<file path="config.mk">
export PLATFORM = sky130hd
export DESIGN_NAME = fetch_stage_q
export DESIGN_NICKNAME = d
export VERILOG_FILES = /design/src/rtl/fetch_pkg.sv /design/src/rtl/fetch_queue.sv /design/src/rtl/fetch_stage_q.sv
export SDC_FILE = /design/constraint.sdc
export NUM_CORES = 1
export LEC_CHECK = 0
export ABC_AREA = 0
export CAP_MARGIN = 20
export CORE_MARGIN = 3
export CORE_UTILIZATION = 50
export DETAILED_ROUTE_END_ITERATION = 7
export PLACE_DENSITY = 0.87
export SLEW_MARGIN = 20
export SYNTH_ARGS = -nofsm -noshare
export SYNTH_HDL_FRONTEND = slang
export SYNTH_HIERARCHICAL = 1
export SYNTH_SLANG_ARGS = --single-unit
</file>
<file path="constraint.sdc">
create_clock -name clk -period 3.1 [get_ports clk]
set_input_delay 0.31 -clock clk [delete_from_list [all_inputs] [get_ports clk]]
set_output_delay 0.31 -clock clk [all_outputs]
set_load 0.005 [all_outputs]
</file>
<file path="src/rtl/fetch_pkg.sv">
// Shared types and helpers for the queued instruction fetch stage.
package fetch_pkg;

    localparam int unsigned FETCH_XLEN = 32;
    localparam int unsigned IALIGN     = 4;
    localparam logic [31:0] NOP_INSTR  = 32'h0000_0013;

    typedef struct packed {
        logic [FETCH_XLEN-1:0] pc;
        logic [FETCH_XLEN-1:0] instr;
    } fetch_entry_t;

    // Wide enough for any XLEN up to 64; callers size-cast in and out.
    function automatic logic [63:0] align_pc(input logic [63:0] pc);
        return pc & ~64'(IALIGN - 1);
    endfunction

endpackage

</file>
<file path="src/rtl/fetch_queue.sv">
// Flushable synchronous FIFO holding fetched {pc, instr} entries; flush beats enq/deq.
module fetch_queue
    import fetch_pkg::*;
#(
    parameter int unsigned DEPTH = 4,
    parameter type entry_t = fetch_entry_t
) (
    input  logic                     clk,
    input  logic                     reset,
    input  logic                     flush_i,
    input  logic                     enq_i,
    input  entry_t                   enq_data_i,
    input  logic                     deq_i,
    output logic [$clog2(DEPTH):0]   count_o,
    output entry_t                   head_o
);

    localparam int unsigned PTR_W = $clog2(DEPTH);
    localparam int unsigned CNT_W = PTR_W + 1;

    entry_t             mem_q [DEPTH];
    logic [PTR_W-1:0]   rd_q, rd_d;
    logic [PTR_W-1:0]   wr_q, wr_d;
    logic [CNT_W-1:0]   cnt_q, cnt_d;
    logic               do_enq;
    logic               do_deq;

    assign do_enq = enq_i && !flush_i;
    assign do_deq = deq_i && !flush_i && (cnt_q != '0);

    always_comb begin
        rd_d  = rd_q;
        wr_d  = wr_q;
        cnt_d = cnt_q;
        if (flush_i) begin
            rd_d  = '0;
            wr_d  = '0;
            cnt_d = '0;
        end else begin
            if (do_enq) wr_d = wr_q + PTR_W'(1);
            if (do_deq) rd_d = rd_q + PTR_W'(1);
            if (do_enq && !do_deq) cnt_d = cnt_q + CNT_W'(1);
            if (!do_enq && do_deq) cnt_d = cnt_q - CNT_W'(1);
        end
    end

    always_ff @(posedge clk) begin
        if (reset) begin
            rd_q  <= '0;
            wr_q  <= '0;
            cnt_q <= '0;
            for (int i = 0; i < int'(DEPTH); i++) mem_q[i] <= '0;
        end else begin
            rd_q  <= rd_d;
            wr_q  <= wr_d;
            cnt_q <= cnt_d;
            if (do_enq) mem_q[wr_q] <= enq_data_i;
        end
    end

    assign count_o = cnt_q;
    assign head_o  = mem_q[rd_q];

    // Upstream credit accounting must make this unreachable.
    assert property (@(posedge clk) disable iff (reset) !(do_enq && cnt_q == CNT_W'(DEPTH)));

endmodule

</file>
<file path="src/rtl/fetch_stage_q.sv">
// Instruction fetch stage: PC, credit-limited imem issue, epoch squash of stale reads,
// and a fetch queue feeding Decode through a valid/ready handshake.
module fetch_stage_q
    import fetch_pkg::*;
#(
    parameter int unsigned     XLEN     = FETCH_XLEN,
    parameter logic [XLEN-1:0] RESET_PC = '0,
    parameter int unsigned     QDEPTH   = 4
) (
    input  logic            clk,
    input  logic            reset,
    input  logic            PCSrcE,
    input  logic [XLEN-1:0] PCTargetE,
    input  logic            InstrReadyD,
    output logic            imem_req,
    output logic [XLEN-1:0] imem_addr,
    input  logic [XLEN-1:0] imem_rdata,
    output logic            InstrValidF,
    output logic [XLEN-1:0] InstrF,
    output logic [XLEN-1:0] PCF,
    output logic [XLEN-1:0] PCPlus4F
);

    typedef struct packed {
        logic [XLEN-1:0] pc;
        logic [XLEN-1:0] instr;
    } entry_t;

    localparam int unsigned CNT_W = $clog2(QDEPTH) + 1;

    logic [XLEN-1:0] pc_q, pc_d;
    logic [XLEN-1:0] req_pc_q, req_pc_d;
    logic            inflight_q, inflight_d;
    logic            epoch_q, epoch_d;
    logic            req_epoch_q, req_epoch_d;
    logic            issue;
    logic            resp_ok;
    logic            deq;
    logic [CNT_W-1:0] count;
    entry_t          head;
    entry_t          enq_data;

    // Credits count both queued entries and the read still in flight.
    assign issue   = !reset && !PCSrcE && ((int'(count) + int'(inflight_q)) < int'(QDEPTH));
    assign resp_ok = inflight_q && (req_epoch_q == epoch_q) && !PCSrcE;
    assign deq     = InstrValidF && InstrReadyD;

    assign enq_data.pc    = req_pc_q;
    assign enq_data.instr = imem_rdata;

    always_comb begin
        pc_d        = pc_q;
        epoch_d     = epoch_q;
        req_pc_d    = req_pc_q;
        req_epoch_d = req_epoch_q;
        inflight_d  = issue;
        if (PCSrcE) begin
            pc_d    = XLEN'(align_pc(64'(PCTargetE)));
            epoch_d = ~epoch_q;
        end else if (issue) begin
            pc_d        = pc_q + XLEN'(IALIGN);
            req_pc_d    = pc_q;
            req_epoch_d = epoch_q;
        end
    end

    always_ff @(posedge clk) begin
        if (reset) begin
            pc_q        <= RESET_PC;
            req_pc_q    <= '0;
            inflight_q  <= 1'b0;
            epoch_q     <= 1'b0;
            req_epoch_q <= 1'b0;
        end else begin
            pc_q        <= pc_d;
            req_pc_q    <= req_pc_d;
            inflight_q  <= inflight_d;
            epoch_q     <= epoch_d;
            req_epoch_q <= req_epoch_d;
        end
    end

    fetch_queue #(
        .DEPTH   (QDEPTH),
        .entry_t (entry_t)
    ) u_queue (
        .clk        (clk),
        .reset      (reset),
        .flush_i    (PCSrcE),
        .enq_i      (resp_ok),
        .enq_data_i (enq_data),
        .deq_i      (deq),
        .count_o    (count),
        .head_o     (head)
    );

    assign imem_req    = issue;
    assign imem_addr   = pc_q;
    // Head outputs are forced to zero while reset is held, before the slots are cleared.
    assign InstrValidF = !reset && (count != '0);
    assign InstrF      = reset ? '0 : head.instr;
    assign PCF         = reset ? '0 : head.pc;
    assign PCPlus4F    = PCF + XLEN'(IALIGN);

endmodule

</file>
After elaboration in Yosys (flattened, before gate mapping):

Memory sizes are Yosys's and may differ from the RTL's. A register that Yosys moved wholly into a read port is not among the register bits.
Index checks and enable logic that the tools add are counted.
W data, S select, Z words.

* add/sub/neg operators: 7
* order comparisons: 1
* eq/ne operators: 1
* multiplexer cells: 16
* bitwise logic cells: 2
* reductions and logical operators: 21

Operator list (number)
* $mux W32: 4
* $add A32 B3 Y32 const B: 2
* $mux W64: 1
* $reduce_or A64 Y1: 1
* $logic_and A1 B1 Y1: 11
* $mux W1: 6
* $mux W2: 3
* $mux W3: 2
* $add A2 B1 Y2 const B: 2
* $add A3 B1 Y4: 1
* $logic_not A1 Y1: 4
* $lt A4 B3 Y1 const B: 1
* $reduce_bool A2 Y1: 2
* $add A3 B1 Y3 const B: 1
* $reduce_bool A3 Y1: 1
* $sub A3 B1 Y3 const B: 1
* $not A1 Y1: 2
* $reduce_and A2 Y1: 1
* $reduce_or A2 Y1: 1
* $eq A1 B1 Y1: 1

* flip-flop bits (word level): 74
* RAM bits: 256
* logic and storage cells: 58
* memories kept: 1

Memories
* u_queue.mem_q: depth 4, width 64, read ports 1, clocked after memory_dff 1, write ports 4, RTL line fetch_queue.sv:21 `entry_t mem_q [DEPTH];`

Depth between registers and ports, before layout:

Gate-level depths: netlist of the first run.

* depth after elaboration: 9
* gate-level depth with buffers: 13
* gate-level depth less buffers: 11

Modules after synthesis:

The synthesis of the first run kept the hierarchy.

By module, submodules not included
* fetch_queue: times used 1, cells each 669, area each 11479.8 um^2, seq. area each 7867.5 um^2
* fetch_stage_q: times used 1, cells each 547, area each 4116.4 um^2, seq. area each 1261.2 um^2

Least setup slack after synthesis of the first run:

OpenSTA, ideal clock, no wires.

* kind: in2reg
* start: input PCSrcE
* end: memory u_queue/mem_q[0][0] in the netlist's numbering (enable)
* data arrival time: 2.993 ns
* required time: 2.706 ns
* setup slack: -0.287 ns
* cell stages on the path: 9
* path buffers: 4
* path through: clkbuf_1 -> inv_1 -> clkbuf_1 -> buf_1 -> and3_1 -> or3b_4 -> nor3_2 -> buf_6 -> or2_2

RTL lines
* from (decl): RTL line fetch_stage_q.sv:12 `input logic PCSrcE,`
* to (decl): RTL line fetch_queue.sv:21

==> flow_metrics.py, run 1 <==
metrics = {
    "run_status": {
        "status": "finished with violations",
        "violations": "setup timing",
    },
    "die": {
        "dieArea_um2": 33300,
        "die_y_um": 183,
        "core-area_um2": 30700,
        "num_rows": 64,
        "ios": 198,
        "chipWidth_um": 183,
        "initial_core_util": 0.509,
    },
    "timing": {
        "holdWs_ps": 327,
        "period_share": 1.06,
        "worst_slack_ps": -189,
        "rsz0062_at_grt": "true",
        "finalHoldViolations": 0,
        "finalSetupViolCount": 14,
        "fmax_mhz": 304,
        "relSlewSlack": 0.364,
        "slew_violations": 0,
        "finalCriticalPeriod_ps": 3290,
        "clock-skew-final_ps": 10.3,
        "tightestPinTransition_ps": 947,
    },
    "power_and_ir_drop": {
        "p_leak_nw": 7.11,
        "ir_worst_vdd_uv": 441,
        "pwr_density_cell_nw_per_um2": 481,
    },
    "clocking": {
        "cts_root_buffer": "clkbuf_16",
        "cts_tree": "yes",
        "clockBufferDepth": 3,
        "clk_latency_ps": 550,
        "cts.reportedPaths.clkPinSlew_ps": 60,
        "clock_sinks": 328,
        "numCtsBuffers": 31,
        "cts_max_level": 1,
    },
    "worst_setup_path": {
        "worstSetupStartpointType": "flop",
        "cp_data_required_time_ps": 2790,
        "crit_chain": "buf_12 > mux4_2 > nand3_2 > or4_4 > buf_12 > buf_6 > buf_6 > nor4_4 > xor2_1 > buf_2",
        "cpMaxStageDelayCell": "or4_4",
        "critical_path_peak_fanout": 4,
        "crit_family": "simple AND/OR/NAND/NOR gates",
        "rr_worst_depth": 11,
        "cp.arrival_ps": 2980,
        "cp.depth": 10,
        "crit_buf_inv": 5,
        "cp-end-kind": "output port",
        "max_stage_delay_ps": 570,
        "path_class": "reg2out",
    },
    "yosys": {
        "synth-xor-area-share": 0.0264,
        "ys_types": 60,
        "synth-simple-area-share": 0.215,
        "yosysMostFrequentCell": "and2_1",
        "synth_top_area_share": 0.493,
        "syn_area_um2": 15600,
        "yosysWarnings": 6,
        "ys_seq_area_frac": 0.585,
        "synth_top_family_by_area": "simple AND/OR/NAND/NOR gates",
        "synth_mux_area_frac": 0.0924,
        "yosys.area_share.adder": 0.00369,
        "synth.top_cells.by_count": "and2_1, edfxtp_1, nand2_1, dfxtp_1, nor2b_1",
        "synth_compound_area_frac": 0.0416,
        "synth_top_cell_by_area": "edfxtp_1",
        "synth.area.top_cells": "edfxtp_1, and2_1, dfxtp_1, mux4_2, nor2b_1",
        "synth_edf_count": 256,
        "synth-main-ff-cell": "edfxtp_1",
        "syn_avg_cell_area_um2": 12.8,
        "netlist_instances": 1216,
        "async_flop_share": 0,
        "yosys_register_bits": 328,
    },
    "layout": {
        "final_util": 0.635,
        "syn_to_final_growth_pct": 24.9,
        "nFillCells": 2158,
        "design_area_um2": 19500,
        "nets": 1512,
        "drive_gt1_frac": 0.171,
        "n_antenna_cell": 0,
        "fin_cells": 1860,
    },
    "flow_run": {
        "cap_violations": 0,
    },
    "placement": {
        "io_buffers": 193,
        "placed_cell_area_um2": 18000,
        "place_inst": 1770,
        "place.gp.congestion": 0.890,
        "dp_hpwl_um": 23300,
    },
    "worst_hold_path": {
        "hold_class": "in2reg",
        "hold_depth": 3,
    },
    "global_route": {
        "grt_pass1_vias": 10900,
        "antenna_found_initial": 1,
        "grt_usage": 0.225,
        "grt_start_max_net_pins": 65,
        "grt_pass1_wl_um": 59600,
        "grt_overflow": 0,
    },
    "routing": {
        "ant_nets": 0,
        "avgViaCountPerCell": 5.72,
        "dr.pass1.iters": 5,
        "routedWlPerCell_um": 20.7,
        "drt-initial-drc-count": 1104,
        "drc_errors": 0,
        "vias": 10600,
        "drt_wl_total_um": 38600,
    },
}
## stage by stage
step	power [mW]	setup TNS [ps]	worst slack, ps
global route	9.65	-2810	-292
global placement	5.73	0	7.03
detailed placement	5.76	0	16.6
floorplan	5.36	0	28.7
finish	9.38	-1210	-189
CTS	9.39	-1210	-189
## registers in the layout, summed over array words and instances (netlist names), named ones only
name and cells:
epoch_q 1, imem_addr 30, inflight_q 1, req_epoch_q 1, req_pc_q 30, u_queue/count_o 3, u_queue/mem_q 256, u_queue/rd_q 2
u_queue/wr_q 2
## cell families after synthesis
logic type | Yosys count
flip-flops | 328
buffers and inverters | 100
multiplexers | 64
XOR/XNOR | 47
AO/OA/AOI/OAI | 94
other | 1
adder cells (fa/ha/maj) | 4
AND/OR/NAND/NOR | 578
## routing by layer
metal	global-route usage	part of all wire	vias up
li1	-	-	4841
met3	0.0357	0.079	67
met1	0.303	0.39	5181
met2	0.380	0.50	543
met4	0.0692	0.025	2
met5	0	0.00026	-
## placed cells by master, fill, tap and decap left out, types with 31 or more instances in the layout
cell / n
a21oi_1: 34
dfxtp_1: 70
and2_1: 264
nor2b_1: 61
edfxtp_1: 256
mux4_2: 64
buf_4: 53
nand2_1: 87
nor2_1: 37
clkdlybuf4s50_1: 163
clkbuf_16: 31
## final timing paths
kind                                                 startpoint                              end  slack [ps]
worst min-delay path                              PCTargetE[16]       imem_addr[16]$_SDFFE_PP0P_         330
worst min register to register         req_epoch_q$_SDFFE_PP0P_         req_epoch_q$_SDFFE_PP0P_         470
worst max register to register  u_queue/count_o[0]$_SDFFE_PP0P_  u_queue/count_o[2]$_SDFFE_PP0P_         520
worst max-delay path                                       flop                     PCPlus4F[27]        -190
## where the power goes
part	switching [mW]	total, mW	leakage, nW	internal [mW]
logic	0.322	0.669	3.41	0.347
clock network	1.62	3.71	0.464	2.09
registers	0.112	5.00	3.23	4.89
total	2.05	9.38	7.11	7.32
## worst reg2reg max path, cell delays in order (launching register included)
cell     delay [ps]
dfxtp_1         500
nor3_1           90
nor2_1          200
and2_1          210
o31ai_1         110
nor2_1          140
ha_1            220
inv_1            70
fa_1            370
xor2_1          160
or3_1           320
a21oi_1         140
## timing repair
action | in CTS | in global routing
cloned | 1 | 0
pin swaps | 18 | 10
setup endpoints to repair | 41 | 34
resized for setup | 116 | 37
hold buffers | 0 | 0
buffers inserted | 19 | 13
## area by class of cell
cell class	count	area [µm²]	area share
clock buffer	37	798	0.0410
tap	396	495	0.0254
clock inverter	20	185	0.00950
timing repair buffer	269	2640	0.135
inverter	12	45.0	0.00231
multi-input combinational	798	6190	0.318
sequential	328	9140	0.469
No activity file was read; power rests on OpenSTA's default activity.
==> run 2, diff against run 1 <==
--- a/config.mk
+++ b/config.mk
@@ -6,10 +6,10 @@
 export NUM_CORES = 1
 export LEC_CHECK = 0
 export ABC_AREA = 0
-export CAP_MARGIN = 20
 export CORE_MARGIN = 3
 export CORE_UTILIZATION = 50
 export DETAILED_ROUTE_END_ITERATION = 7
+export GPL_TIMING_DRIVEN = 0
 export PLACE_DENSITY = 0.87
 export SLEW_MARGIN = 20
 export SYNTH_ARGS = -nofsm -noshare
==> run 2 against run 1 <==
The flow still finishes with violations (setup timing); cell count rose by 3.7%; global-route usage rose by 2.5 points; sequential cell count did not move; sequential share of layout area fell by 1.5 points; critical endpoint is now PCPlus4F[31]; highest routed layer is now met4.
==> flow_metrics.py, run 2 (synthesis gave the netlist of run 1 again) <==
metrics = {
    "worst_setup_path": {
        "cp_data_required_time_ps": 2790,
        "cp.arrival_ps": 2950,
        "worstSetupStartpointType": "flop",
        "path_class": "reg2out",
        "critical_path_peak_fanout": 5,
        "rr_worst_depth": 11,
        "cp-end-kind": "output port",
        "r2r_start": "u_queue/count_o[0]$_SDFFE_PP0P_",
    },
    "run_status": {
        "violations": "setup timing",
        "status": "finished with violations",
    },
    "clocking": {
        "cts_root_buffer": "clkbuf_16",
        "cts_tree": "yes",
        "clock_sinks": 328,
        "cts_max_level": 2,
        "clockBufferDepth": 3,
        "cts.reportedPaths.clkPinSlew_ps": 60,
        "clk_latency_ps": 500,
        "numCtsBuffers": 35,
    },
    "timing": {
        "finalHoldViolations": 0,
        "holdWs_ps": 395,
        "finalCriticalPeriod_ps": 3260,
        "period_share": 1.05,
        "rsz0062_at_grt": "true",
        "slew_violations": 0,
        "tightestPinTransition_ps": 865,
        "fmax_mhz": 307,
        "finalSetupViolCount": 16,
        "relSlewSlack": 0.419,
        "worst_slack_ps": -155,
        "clock-skew-final_ps": 15.4,
    },
    "placement": {
        "place.gp.congestion": 0.860,
        "placed_cell_area_um2": 18100,
        "dp_hpwl_um": 26200,
        "io_buffers": 193,
        "place_inst": 1816,
    },
    "routing": {
        "drt-initial-drc-count": 1015,
        "vias": 11200,
        "routedWlPerCell_um": 22.0,
        "ant_nets": 0,
        "avgViaCountPerCell": 5.80,
        "drc_errors": 0,
        "drt_wl_total_um": 42500,
        "dr.pass1.iters": 5,
    },
    "global_route": {
        "grt_overflow": 0,
        "antenna_found_initial": 0,
        "grt_start_max_net_pins": 44,
        "grt_pass1_wl_um": 64900,
        "grt_pass1_vias": 11300,
        "grt_usage": 0.250,
    },
    "power_and_ir_drop": {
        "p_leak_nw": 7.39,
        "ir_worst_vdd_uv": 382,
        "pwr_density_cell_nw_per_um2": 477,
    },
    "die": {
        "ios": 198,
        "dieArea_um2": 33300,
        "initial_core_util": 0.509,
        "num_rows": 64,
        "chipWidth_um": 183,
        "core-area_um2": 30700,
        "die_y_um": 183,
    },
    "layout": {
        "drive_gt1_frac": 0.183,
        "largest_reg_flops": 256,
        "nFillCells": 2094,
        "largest-register": "u_queue/mem_q",
        "n_antenna_cell": 0,
        "layout_common_cells": "and2_1, edfxtp_1, clkdlybuf4s50_1",
        "design_area_um2": 20100,
        "regArea_um2": 9140,
        "fin_cells": 1929,
        "final_common_cell": "and2_1",
        "multiInputGateArea_um2": 6270,
        "syn_to_final_growth_pct": 29.0,
        "nets": 1579,
    },
    "worst_hold_path": {
        "hold_start": "PCTargetE[21]",
        "hold_class": "in2reg",
        "hold_depth": 3,
    },
    "flow_run": {
        "cap_violations": 0,
    },
}
## run 2: cell type report
type | count | share of cell area
inverters | 12 | 0.00243
repair buffers | 243 | 0.125
flip-flops and latches | 328 | 0.454
well taps | 396 | 0.0246
plain buffers | 83 | 0.0298
multi-input cells | 804 | 0.312
clock inverters | 9 | 0.00187
clock buffers | 54 | 0.0502
## run 2: layer usage
layer / vias up / global-route usage / part of all wire / wire length, µm
met3: 87 / 0.0389 / 0.083 / 3540
met4: 0 / 0.0722 / 0.026 / 1130
met5: - / 0 / 0 / 0
li1: 5009 / - / - / -
met2: 627 / 0.427 / 0.50 / 21200
met1: 5458 / 0.335 / 0.39 / 16600
## run 2: where the power goes
group          internal, mW  leakage [nW]  total [mW]  switching [mW]
registers              4.89          3.23        5.00           0.111
clock network          2.24         0.509        3.84            1.60
logic                 0.384          3.65       0.744           0.360
total                  7.52          7.39        9.59            2.08
## run 2: stage by stage
step	util	TNS [ps]	worst slack [ps]	total power [mW]
2_1_floorplan	-	0	28.7	5.36
3_3_place_gp	0.589	-689180	-1960	5.73
3_5_place_dp	0.591	-632070	-2090	5.77
4_1_cts	0.654	-2380	-245	9.61
5_1_grt	0.656	-2400	-252	9.86
6_report	0.656	-1180	-155	9.59
## run 2: final timing paths
kind / end / slack [ps]
setup / recovery: PCPlus4F[31] / -160
hold / removal: imem_addr[21]$_SDFFE_PP0P_ / 400
setup reg to reg: u_queue/count_o[2]$_SDFFE_PP0P_ / 480
hold reg to reg: req_epoch_q$_SDFFE_PP0P_ / 500
## run 2: worst max-delay path, stage by stage, from the launching register on
cell and delay (ps):
dfxtp_4 390, buf_12 150, mux4_2 390, nand3_2 70, or4_4 630, buf_12 180
buf_8 120, nor4_4 210, xor2_1 160, buf_2 140
## run 2: timing repair
item / in CTS / in global routing
setup buffers: 43 / 4
hold buffers: 0 / 0
resized for setup: 198 / 22
gates cloned: 9 / 0
setup endpoints to repair: 606 / 38
pin swaps: 23 / 8
